--- src/rtl/dm_arbiter_if.sv ---
// Requester-side word access port of the data-memory arbiter.
// The master modport is the requester; the slave modport is the arbiter.
interface dm_arbiter_if #(
  parameter int ADDR_W = 32,
  parameter int DATA_W = 32
);
  logic              req;
  logic              we;
  logic [ADDR_W-1:0] addr;
  logic [DATA_W-1:0] wdata;
  logic              gnt;
  logic              rvalid;
  logic [DATA_W-1:0] rdata;
  logic              err;

  modport master (
    output req, we, addr, wdata,
    input  gnt, rvalid, rdata, err
  );

  modport slave (
    input  req, we, addr, wdata,
    output gnt, rvalid, rdata, err
  );
endinterface

--- src/rtl/dm_arbiter.sv ---
// Two-port round-robin arbiter and access sequencer for the 128-byte data memory.
// Each access runs IDLE -> ACCESS (gnt + one strobe) -> RESP (rvalid/rdata/err).
module dm_arbiter #(
  parameter int ADDR_W      = 32,
  parameter int DATA_W      = 32,
  parameter int DEPTH_BYTES = 128
) (
  input  logic              clk,
  input  logic              rst,
  dm_arbiter_if.slave       m0,
  dm_arbiter_if.slave       m1,
  output logic [ADDR_W-1:0] dm_addr,
  output logic [DATA_W-1:0] dm_data,
  output logic              dm_MemRead,
  output logic              dm_MemWrite,
  input  logic [DATA_W-1:0] dm_rdata
);
  typedef enum logic [1:0] {IDLE, ACCESS, RESP} state_t;

  localparam logic [ADDR_W-1:0] LAST_WORD = ADDR_W'(DEPTH_BYTES - 4);

  state_t            state, state_n;
  logic              rr_ptr, rr_n;
  logic              win, win_n;
  logic              we_q, we_n;
  logic              legal_q, legal_n;
  logic              gnt0, gnt0_n, gnt1, gnt1_n;
  logic              rvalid0, rvalid0_n, rvalid1, rvalid1_n;
  logic              err0, err0_n, err1, err1_n;
  logic [DATA_W-1:0] rdata0, rdata0_n, rdata1, rdata1_n;
  logic [ADDR_W-1:0] dm_addr_n;
  logic [DATA_W-1:0] dm_data_n;
  logic              rd_n, wr_n;

  logic              sel;
  logic              sel_we;
  logic              sel_legal;
  logic [ADDR_W-1:0] sel_addr;
  logic [DATA_W-1:0] sel_wdata;
  logic [DATA_W-1:0] word;

  // Full-width unsigned compare so high address bits can never alias into range.
  function automatic logic addr_legal(input logic [ADDR_W-1:0] a);
    return (a[1:0] == 2'b00) && (a <= LAST_WORD);
  endfunction

  // Port 1 wins when it is the only requester or when both ask and it is favoured.
  assign sel       = m1.req & (~m0.req | rr_ptr);
  assign sel_we    = sel ? m1.we    : m0.we;
  assign sel_addr  = sel ? m1.addr  : m0.addr;
  assign sel_wdata = sel ? m1.wdata : m0.wdata;
  assign sel_legal = addr_legal(sel_addr);
  assign word      = (legal_q && !we_q) ? dm_rdata : '0;

  always_comb begin
    state_n   = state;
    rr_n      = rr_ptr;
    win_n     = win;
    we_n      = we_q;
    legal_n   = legal_q;
    gnt0_n    = 1'b0;
    gnt1_n    = 1'b0;
    rvalid0_n = 1'b0;
    rvalid1_n = 1'b0;
    err0_n    = 1'b0;
    err1_n    = 1'b0;
    rdata0_n  = '0;
    rdata1_n  = '0;
    dm_addr_n = dm_addr;
    dm_data_n = dm_data;
    rd_n      = 1'b0;
    wr_n      = 1'b0;
    case (state)
      IDLE: begin
        if (m0.req || m1.req) begin
          win_n   = sel;
          we_n    = sel_we;
          legal_n = sel_legal;
          gnt0_n  = ~sel;
          gnt1_n  = sel;
          rr_n    = ~sel;
          state_n = ACCESS;
          // Strobes and bus are registered here so they are live during ACCESS.
          if (sel_legal) begin
            dm_addr_n = sel_addr;
            rd_n      = ~sel_we;
            wr_n      = sel_we;
            if (sel_we) dm_data_n = sel_wdata;
          end
        end
      end
      ACCESS: begin
        state_n = RESP;
        if (win) begin
          rvalid1_n = 1'b1;
          err1_n    = ~legal_q;
          rdata1_n  = word;
        end else begin
          rvalid0_n = 1'b1;
          err0_n    = ~legal_q;
          rdata0_n  = word;
        end
      end
      RESP: state_n = IDLE;
      default: state_n = IDLE;
    endcase
  end

  always_ff @(posedge clk) begin
    if (rst) begin
      state       <= IDLE;
      rr_ptr      <= 1'b0;
      gnt0        <= 1'b0;
      gnt1        <= 1'b0;
      rvalid0     <= 1'b0;
      rvalid1     <= 1'b0;
      err0        <= 1'b0;
      err1        <= 1'b0;
      rdata0      <= '0;
      rdata1      <= '0;
      dm_addr     <= '0;
      dm_data     <= '0;
      dm_MemRead  <= 1'b0;
      dm_MemWrite <= 1'b0;
    end else begin
      state       <= state_n;
      rr_ptr      <= rr_n;
      gnt0        <= gnt0_n;
      gnt1        <= gnt1_n;
      rvalid0     <= rvalid0_n;
      rvalid1     <= rvalid1_n;
      err0        <= err0_n;
      err1        <= err1_n;
      rdata0      <= rdata0_n;
      rdata1      <= rdata1_n;
      dm_addr     <= dm_addr_n;
      dm_data     <= dm_data_n;
      dm_MemRead  <= rd_n;
      dm_MemWrite <= wr_n;
    end
  end

  always_ff @(posedge clk) begin
    win     <= win_n;
    we_q    <= we_n;
    legal_q <= legal_n;
  end

  assign m0.gnt    = gnt0;
  assign m0.rvalid = rvalid0;
  assign m0.rdata  = rdata0;
  assign m0.err    = err0;
  assign m1.gnt    = gnt1;
  assign m1.rvalid = rvalid1;
  assign m1.rdata  = rdata1;
  assign m1.err    = err1;
endmodule
--- src/flat_wrapper.sv ---
// flat-port wrapper written by rule: the top's interface ports become plain ports
module dm_arbiter_flat 
#(
  parameter int ADDR_W      = 32,
  parameter int DATA_W      = 32,
  parameter int DEPTH_BYTES = 128
)
  (clk, rst, dm_addr, dm_data, dm_MemRead, dm_MemWrite, dm_rdata, m0_req, m0_we, m0_addr, m0_wdata, m0_gnt, m0_rvalid, m0_rdata, m0_err, m1_req, m1_we, m1_addr, m1_wdata, m1_gnt, m1_rvalid, m1_rdata, m1_err);
  dm_arbiter_if #(.ADDR_W(ADDR_W), .DATA_W(DATA_W)) m0_i ();
  dm_arbiter_if #(.ADDR_W(ADDR_W), .DATA_W(DATA_W)) m1_i ();
  input  logic clk;
  input  logic rst;
  output logic [ADDR_W-1:0] dm_addr;
  output logic [DATA_W-1:0] dm_data;
  output logic dm_MemRead;
  output logic dm_MemWrite;
  input  logic [DATA_W-1:0] dm_rdata;
  input wire logic [$bits(m0_i.req)-1:0] m0_req;
  input wire logic [$bits(m0_i.we)-1:0] m0_we;
  input wire logic [$bits(m0_i.addr)-1:0] m0_addr;
  input wire logic [$bits(m0_i.wdata)-1:0] m0_wdata;
  output wire logic [$bits(m0_i.gnt)-1:0] m0_gnt;
  output wire logic [$bits(m0_i.rvalid)-1:0] m0_rvalid;
  output wire logic [$bits(m0_i.rdata)-1:0] m0_rdata;
  output wire logic [$bits(m0_i.err)-1:0] m0_err;
  input wire logic [$bits(m1_i.req)-1:0] m1_req;
  input wire logic [$bits(m1_i.we)-1:0] m1_we;
  input wire logic [$bits(m1_i.addr)-1:0] m1_addr;
  input wire logic [$bits(m1_i.wdata)-1:0] m1_wdata;
  output wire logic [$bits(m1_i.gnt)-1:0] m1_gnt;
  output wire logic [$bits(m1_i.rvalid)-1:0] m1_rvalid;
  output wire logic [$bits(m1_i.rdata)-1:0] m1_rdata;
  output wire logic [$bits(m1_i.err)-1:0] m1_err;
  assign m0_i.req = m0_req;
  assign m0_i.we = m0_we;
  assign m0_i.addr = m0_addr;
  assign m0_i.wdata = m0_wdata;
  assign m0_gnt = m0_i.gnt;
  assign m0_rvalid = m0_i.rvalid;
  assign m0_rdata = m0_i.rdata;
  assign m0_err = m0_i.err;
  assign m1_i.req = m1_req;
  assign m1_i.we = m1_we;
  assign m1_i.addr = m1_addr;
  assign m1_i.wdata = m1_wdata;
  assign m1_gnt = m1_i.gnt;
  assign m1_rvalid = m1_i.rvalid;
  assign m1_rdata = m1_i.rdata;
  assign m1_err = m1_i.err;
  dm_arbiter #(.ADDR_W(ADDR_W), .DATA_W(DATA_W), .DEPTH_BYTES(DEPTH_BYTES)) u_core (.clk(clk), .rst(rst), .m0(m0_i), .m1(m1_i), .dm_addr(dm_addr), .dm_data(dm_data), .dm_MemRead(dm_MemRead), .dm_MemWrite(dm_MemWrite), .dm_rdata(dm_rdata));
endmodule
--- config.mk ---
export PLATFORM = sky130hd
export DESIGN_NAME = dm_arbiter_flat
export DESIGN_NICKNAME = d
export VERILOG_FILES = /design/src/rtl/dm_arbiter_if.sv /design/src/rtl/dm_arbiter.sv /design/src/flat_wrapper.sv
export SDC_FILE = /design/constraint.sdc
export NUM_CORES = 1
export LEC_CHECK = 0
export ABC_CLOCK_PERIOD_IN_PS = 1800
export BUFFER_PORTS_ARGS = -buffer_cell sky130_fd_sc_hd__buf_4
export CAP_MARGIN = 20
export CORE_ASPECT_RATIO = 0.8
export CORE_MARGIN = 2
export CORE_UTILIZATION = 30
export CTS_CLUSTER_SIZE = 14
export DETAILED_ROUTE_END_ITERATION = 7
export SETUP_SLACK_MARGIN = 0.05
export SLEW_MARGIN = 20
export SYNTH_ARGS = -nofsm -noshare
export SYNTH_HDL_FRONTEND = slang
export SYNTH_SLANG_ARGS = --single-unit
--- constraint.sdc ---
create_clock -name clk -period 1.8 [get_ports clk]
set_clock_uncertainty 0.05 [all_clocks]
set_input_delay 0.18 -clock clk [delete_from_list [all_inputs] [get_ports clk]]
set_output_delay 0.18 -clock clk [all_outputs]
set_load 0.01 [all_outputs]
# Word-level counts from Yosys, hierarchy flattened
# Index checks and enable logic that the tools add are counted.
# word_totals
register_bits	142
latch_bits	0
ramBits	0
rom_bits	0
input_bits	166
output_inout_bits	136
word_cells	53
n_memories	0
# op_classes
n_addsub	0
n_mul	0
div	0
order_cmp	1
n_eq_ne	2
n_shift	0
muxes	8
bitwise	11
reduce_logical	14
# op_table
operator	count
$mux 32	3
$le 32x7->1 const B	1
$not 1->1	9
$reduce_or 3->1	3
$logic_not 2->1	2
$pmux 2 s2	1
$reduce_and 4->1	1
$reduce_or 4->1	1
$mux 1	3
$reduce_and 3->1	1
$eq 2x1->1 const B	1
$logic_and 1x1->1	2
$mux 2	1
$ne 2x1->1 const B	1
$reduce_and 2->1	1
$reduce_or 2->1	1
$and 1x1->1	1
$logic_not 1->1	1
$logic_or 1x1->1	1
$or 1x1->1	1

# Logic depth before layout (Yosys ltp)
# logic_depth
word_depth	8
mapped_depth	8
depth_no_buf	6

# Worst setup path before layout
# Ideal clock, no wire load.
# synth_path
path_kind	register -> register
start	register u_core.rr_ptr
end	register u_core.dm_addr[24]
setup_time_ps	131
arrival_ps	1582
t_required_ps	1619
slack_ps	37
path_stages_with_launch	8
path_buffers	2
synth_period_minus_slack_ps	1763
cell_sequence	dfxtp_1 > o21ai_2 > inv_2 > nor4_2 > o21a_1 > buf_2 > buf_2 > nor3b_1
# synth_between
elab_chain_cells	6
word_cells_on_any_way	7
cone_classes	1 x order compare; 1 x mux; 2 x bitwise; 3 x reduce/logical
# synth_rtl
item	line_no	source
start, declared	dm_arbiter.sv:23	logic rr_ptr, rr_n;
start signal, assigned	dm_arbiter.sv:127	rr_ptr <= rr_n;
$or 1x1->1 (*)	dm_arbiter.sv:48	assign sel = m1.req & (~m0.req | rr_ptr);
$and 1x1->1 (*)	dm_arbiter.sv:48	
$mux 32 (*)	dm_arbiter.sv:50	assign sel_addr = sel ? m1.addr : m0.addr;
$le 32x7->1 / $logic_not 2->1 (equally long branches)	dm_arbiter.sv:44	return (a[1:0] == 2'b00) && (a <= LAST_WORD);
$logic_and 1x1->1	dm_arbiter.sv:44	
$reduce_and 3->1 (no source line)	--	
end signal, assigned	dm_arbiter.sv:136	dm_addr <= dm_addr_n;
end, declared	dm_arbiter.sv:12	output logic [ADDR_W-1:0] dm_addr,
# Mark *: on every way between the ends. The rest lies on a longest branch, timed or not.
# A chain may end at the register's enable or synchronous reset.

# Final worst setup path
# layout_path
start	register u_core.rr_ptr
end	register u_core.dm_data[23]
# layout_between
word_cells_on_any_way	9
cone_classes	1 x order compare; 3 x mux; 2 x bitwise; 3 x reduce/logical
# layout_rtl
item	line_no	source
$or 1x1->1	dm_arbiter.sv:48	
$and 1x1->1	dm_arbiter.sv:48	
$mux 1	dm_arbiter.sv:49	assign sel_we = sel ? m1.we : m0.we;
named net u_core.sel_we	dm_arbiter.sv:36	logic sel_we;
$reduce_and 4->1 (no source line)	--	
end signal, assigned	dm_arbiter.sv:137	dm_data <= dm_data_n;
end, declared	dm_arbiter.sv:13	output logic [DATA_W-1:0] dm_data,
# The timed path passes the listed nets, and every way through them passes these cells.

==> results.py <==
metrics = {
    "floorplanning": {
        "start_util_pct": 30.6,
        "die_area_sq_mm": 0.0179,
        "die_x_um": 149,
        "rows": 42,
        "design.core.area_sq_mm": 0.0165,
        "dieHeight_um": 120,
        "io_pins": 302,
    },
    "sta": {
        "rsz0062_at_grt": "true",
        "final_max_slew_viol_count": 0,
        "finalHoldViolCount": 0,
        "worstMarginPinSlew_ps": 620,
        "fin_crit_sh_pct": 95.3,
        "fin_crit_ps": 1710,
        "slew_headroom_pct": 58.6,
        "max_freq_mhz": 583,
        "setup_viol": 0,
    },
    "setup_path": {
        "critPathMaxStageDelay_ps": 330,
        "cp.buffers_inverters": 2,
        "cpMostUsedCell": "buf_12",
        "cp_top_family": "multiplexers",
        "critPathLaunchType": "register",
        "worst-path-max-fanout": 13,
        "r2r_cells": 6,
        "critical_path_class": "register to register",
        "path_depth": 6,
        "critPathArrivalTime_ps": 2000,
        "cp-end-kind": "register",
        "worstPathCellList": "o21ai_4 -> buf_12 -> mux2_4 -> o211ai_4 -> buf_12 -> mux2i_1",
        "critPathRequiredTime_ps": 2080,
        "critPathSlowestCell": "dfxtp_2",
    },
    "route": {
        "drt-total-wl_um": 16800,
        "post-route-drc-count": 0,
        "first_pass_iters": 5,
        "vias_per_cell": 4.48,
        "dr_total_vias": 4818,
        "ant_nets": 0,
        "wl_per_cell_um": 15.6,
        "drt_iter0_drc": 203,
    },
    "yosys": {
        "yosysWarningCount": 0,
        "async_reset_ff_share_pct": 0,
        "yosysSeqAreaShare_pct": 57.0,
        "synth_top_area_share_pct": 55.2,
        "synthTopCellsByArea": "dfxtp_1, and3_1, mux2i_1",
        "synth_common_cells": "dfxtp_1, nor2_1, and3_1",
        "yosysMostFrequentCell": "dfxtp_1",
        "ys_ff_latch": 142,
        "synth_edf_count": 3,
        "netlist_area_sq_mm": 0.00504,
        "avgSynthCellArea_sq_um": 10.1,
        "yosysTopAreaCell": "dfxtp_1",
        "synthCells": 501,
        "synth_ff_type": "dfxtp_1",
        "syn_nets": 667,
        "synth.distinct_cells": 30,
    },
    "global_route": {
        "grt.total_usage_pct": 18.4,
        "grt_pass1_wl_um": 25400,
        "antenna_found_initial": 0,
        "grt_pass1_vias": 4860,
        "grt_max_degree": 55,
        "gr-total-overflow": 0,
    },
    "worst_hold_path": {
        "min_path_cells": 4,
        "min_path_type": "input port to register",
    },
    "cells_and_area": {
        "multi_input_area_sq_mm": 0.00208,
        "finalNonFillerCells": 1075,
        "ff_latch_area_sq_mm": 0.00287,
        "nets": 1008,
        "num_antenna_cells": 0,
        "drive_above_1_share_pct": 43.7,
        "filler_cell_count": 1457,
        "design_area_sq_mm": 0.00881,
        "fin_util_pct": 53.4,
        "area_growth_pct": 74.7,
    },
    "placed_design": {
        "placedCellCount": 1001,
        "detailed_place_hpwl_um": 11800,
        "placed_area_sq_mm": 0.00763,
        "port_buffers": 301,
        "gp_congestion": 0.829,
    },
    "pwr": {
        "total_power_mw": 7.73,
        "p_per_area_mw_per_mm2": 878,
        "p_leak_nw": 4.50,
        "irDropWorstVdd_v": 0.000462,
    },
    "clock_network": {
        "htree_levels": 4,
        "clk_pin_slew_worst_paths_ps": 60,
        "cts_tree": "built",
        "cts_buffers": 17,
        "cts_num_sinks": 142,
        "clock_path_buffers": 2,
        "clock_latency_ps": 410,
        "root_buffer": "clkbuf_16",
    },
    "status": {
        "status": "finished clean",
    },
    "job": {
        "maxCapViolCount": 0,
    },
}
[worst min-delay path: stages]
cell and delay [ps]:
buf_4 110, nor2_1 80, or3_1 100, mux2i_1 50
[worst paths after layout]
path         slack, ps            endpoint            start
max                 90  u_core.dm_data[23]    u_core.rr_ptr
min                100   u_core.dm_data[9]      m1_wdata[9]
max reg2reg         90  u_core.dm_data[23]    u_core.rr_ptr
min reg2reg        410     u_core.state[1]  u_core.state[1]
[power breakdown]
part / total (mW) / internal [mW] / switching [mW]
clock network: 3.80 / 2.47 / 1.33
logic: 0.726 / 0.429 / 0.298
registers: 3.20 / 3.19 / 0.0183
total: 7.73 / 6.08 / 1.65
[logic make-up after synthesis]
logic type / synth area share (%)
and+or+nand+nor: 30.8
DFF: 57.0
AOI/OAI and AO/OA: 0.918
buffers and inverters: 3.70
muxes: 7.57
[layout by cell type (no fill, tap or decap), types with 7 or more instances in the layout]
cell type | Yosys | routed
and3_1 | 64 | 64
buf_12 | 0 | 7
buf_4 | 0 | 314
clkbuf_16 | 0 | 19
dfxtp_1 | 139 | 138
dlygate4sd3_1 | 0 | 33
mux2i_1 | 37 | 37
nand2b_1 | 37 | 37
nor2_1 | 78 | 78
nor3b_1 | 28 | 22
nor4_1 | 13 | 13
or3_1 | 39 | 39
[cell type report]
class / count / area share [%]
clock buffer: 19 / 4.91
clock inverter: 13 / 2.43
inverter: 4 / 0.256
multi-input combinational: 318 / 23.6
sequential: 142 / 32.6
tap: 220 / 3.12
timing repair buffer: 359 / 33.0
[timing repair]
action                                  4_1_cts  5_1_grt
resized for setup                             3       15
endpoints found under the setup margin       66       86
endpoints found under the hold margin        64        0
pin swaps                                     3        6
hold buffers                                 33        0
cloned                                        2        3
buffers inserted                              4        1
[per-layer routing]
layer | vias up | track usage, % | share of wire (%)
met5 | - | 0 | 0
met4 | 0 | 7.20 | 2.2
met3 | 19 | 5.97 | 7.7
met2 | 207 | 32.7 | 50
met1 | 2206 | 20.4 | 40
li1 | 2386 | - | -
[stage by stage]
stage                     setup WS, ps  hold WS [ps]  setup TNS (ps)
final                             85.0           100               0
after CTS                         57.7          79.7               0
after detailed placement          -196           367          -11120
after global routing             -3.15           105           -6.00
after global placement            -164           363           -9850
after floorplan                   99.8           221               0
[state kept, by name, summed over array words and instances (netlist names), 2 cells and up]
register	count
u_core.dm_addr	32
u_core.dm_data	32
u_core.m0.rdata	32
u_core.m1.rdata	32
u_core.state	2
(Power assumes the default switching activity.)
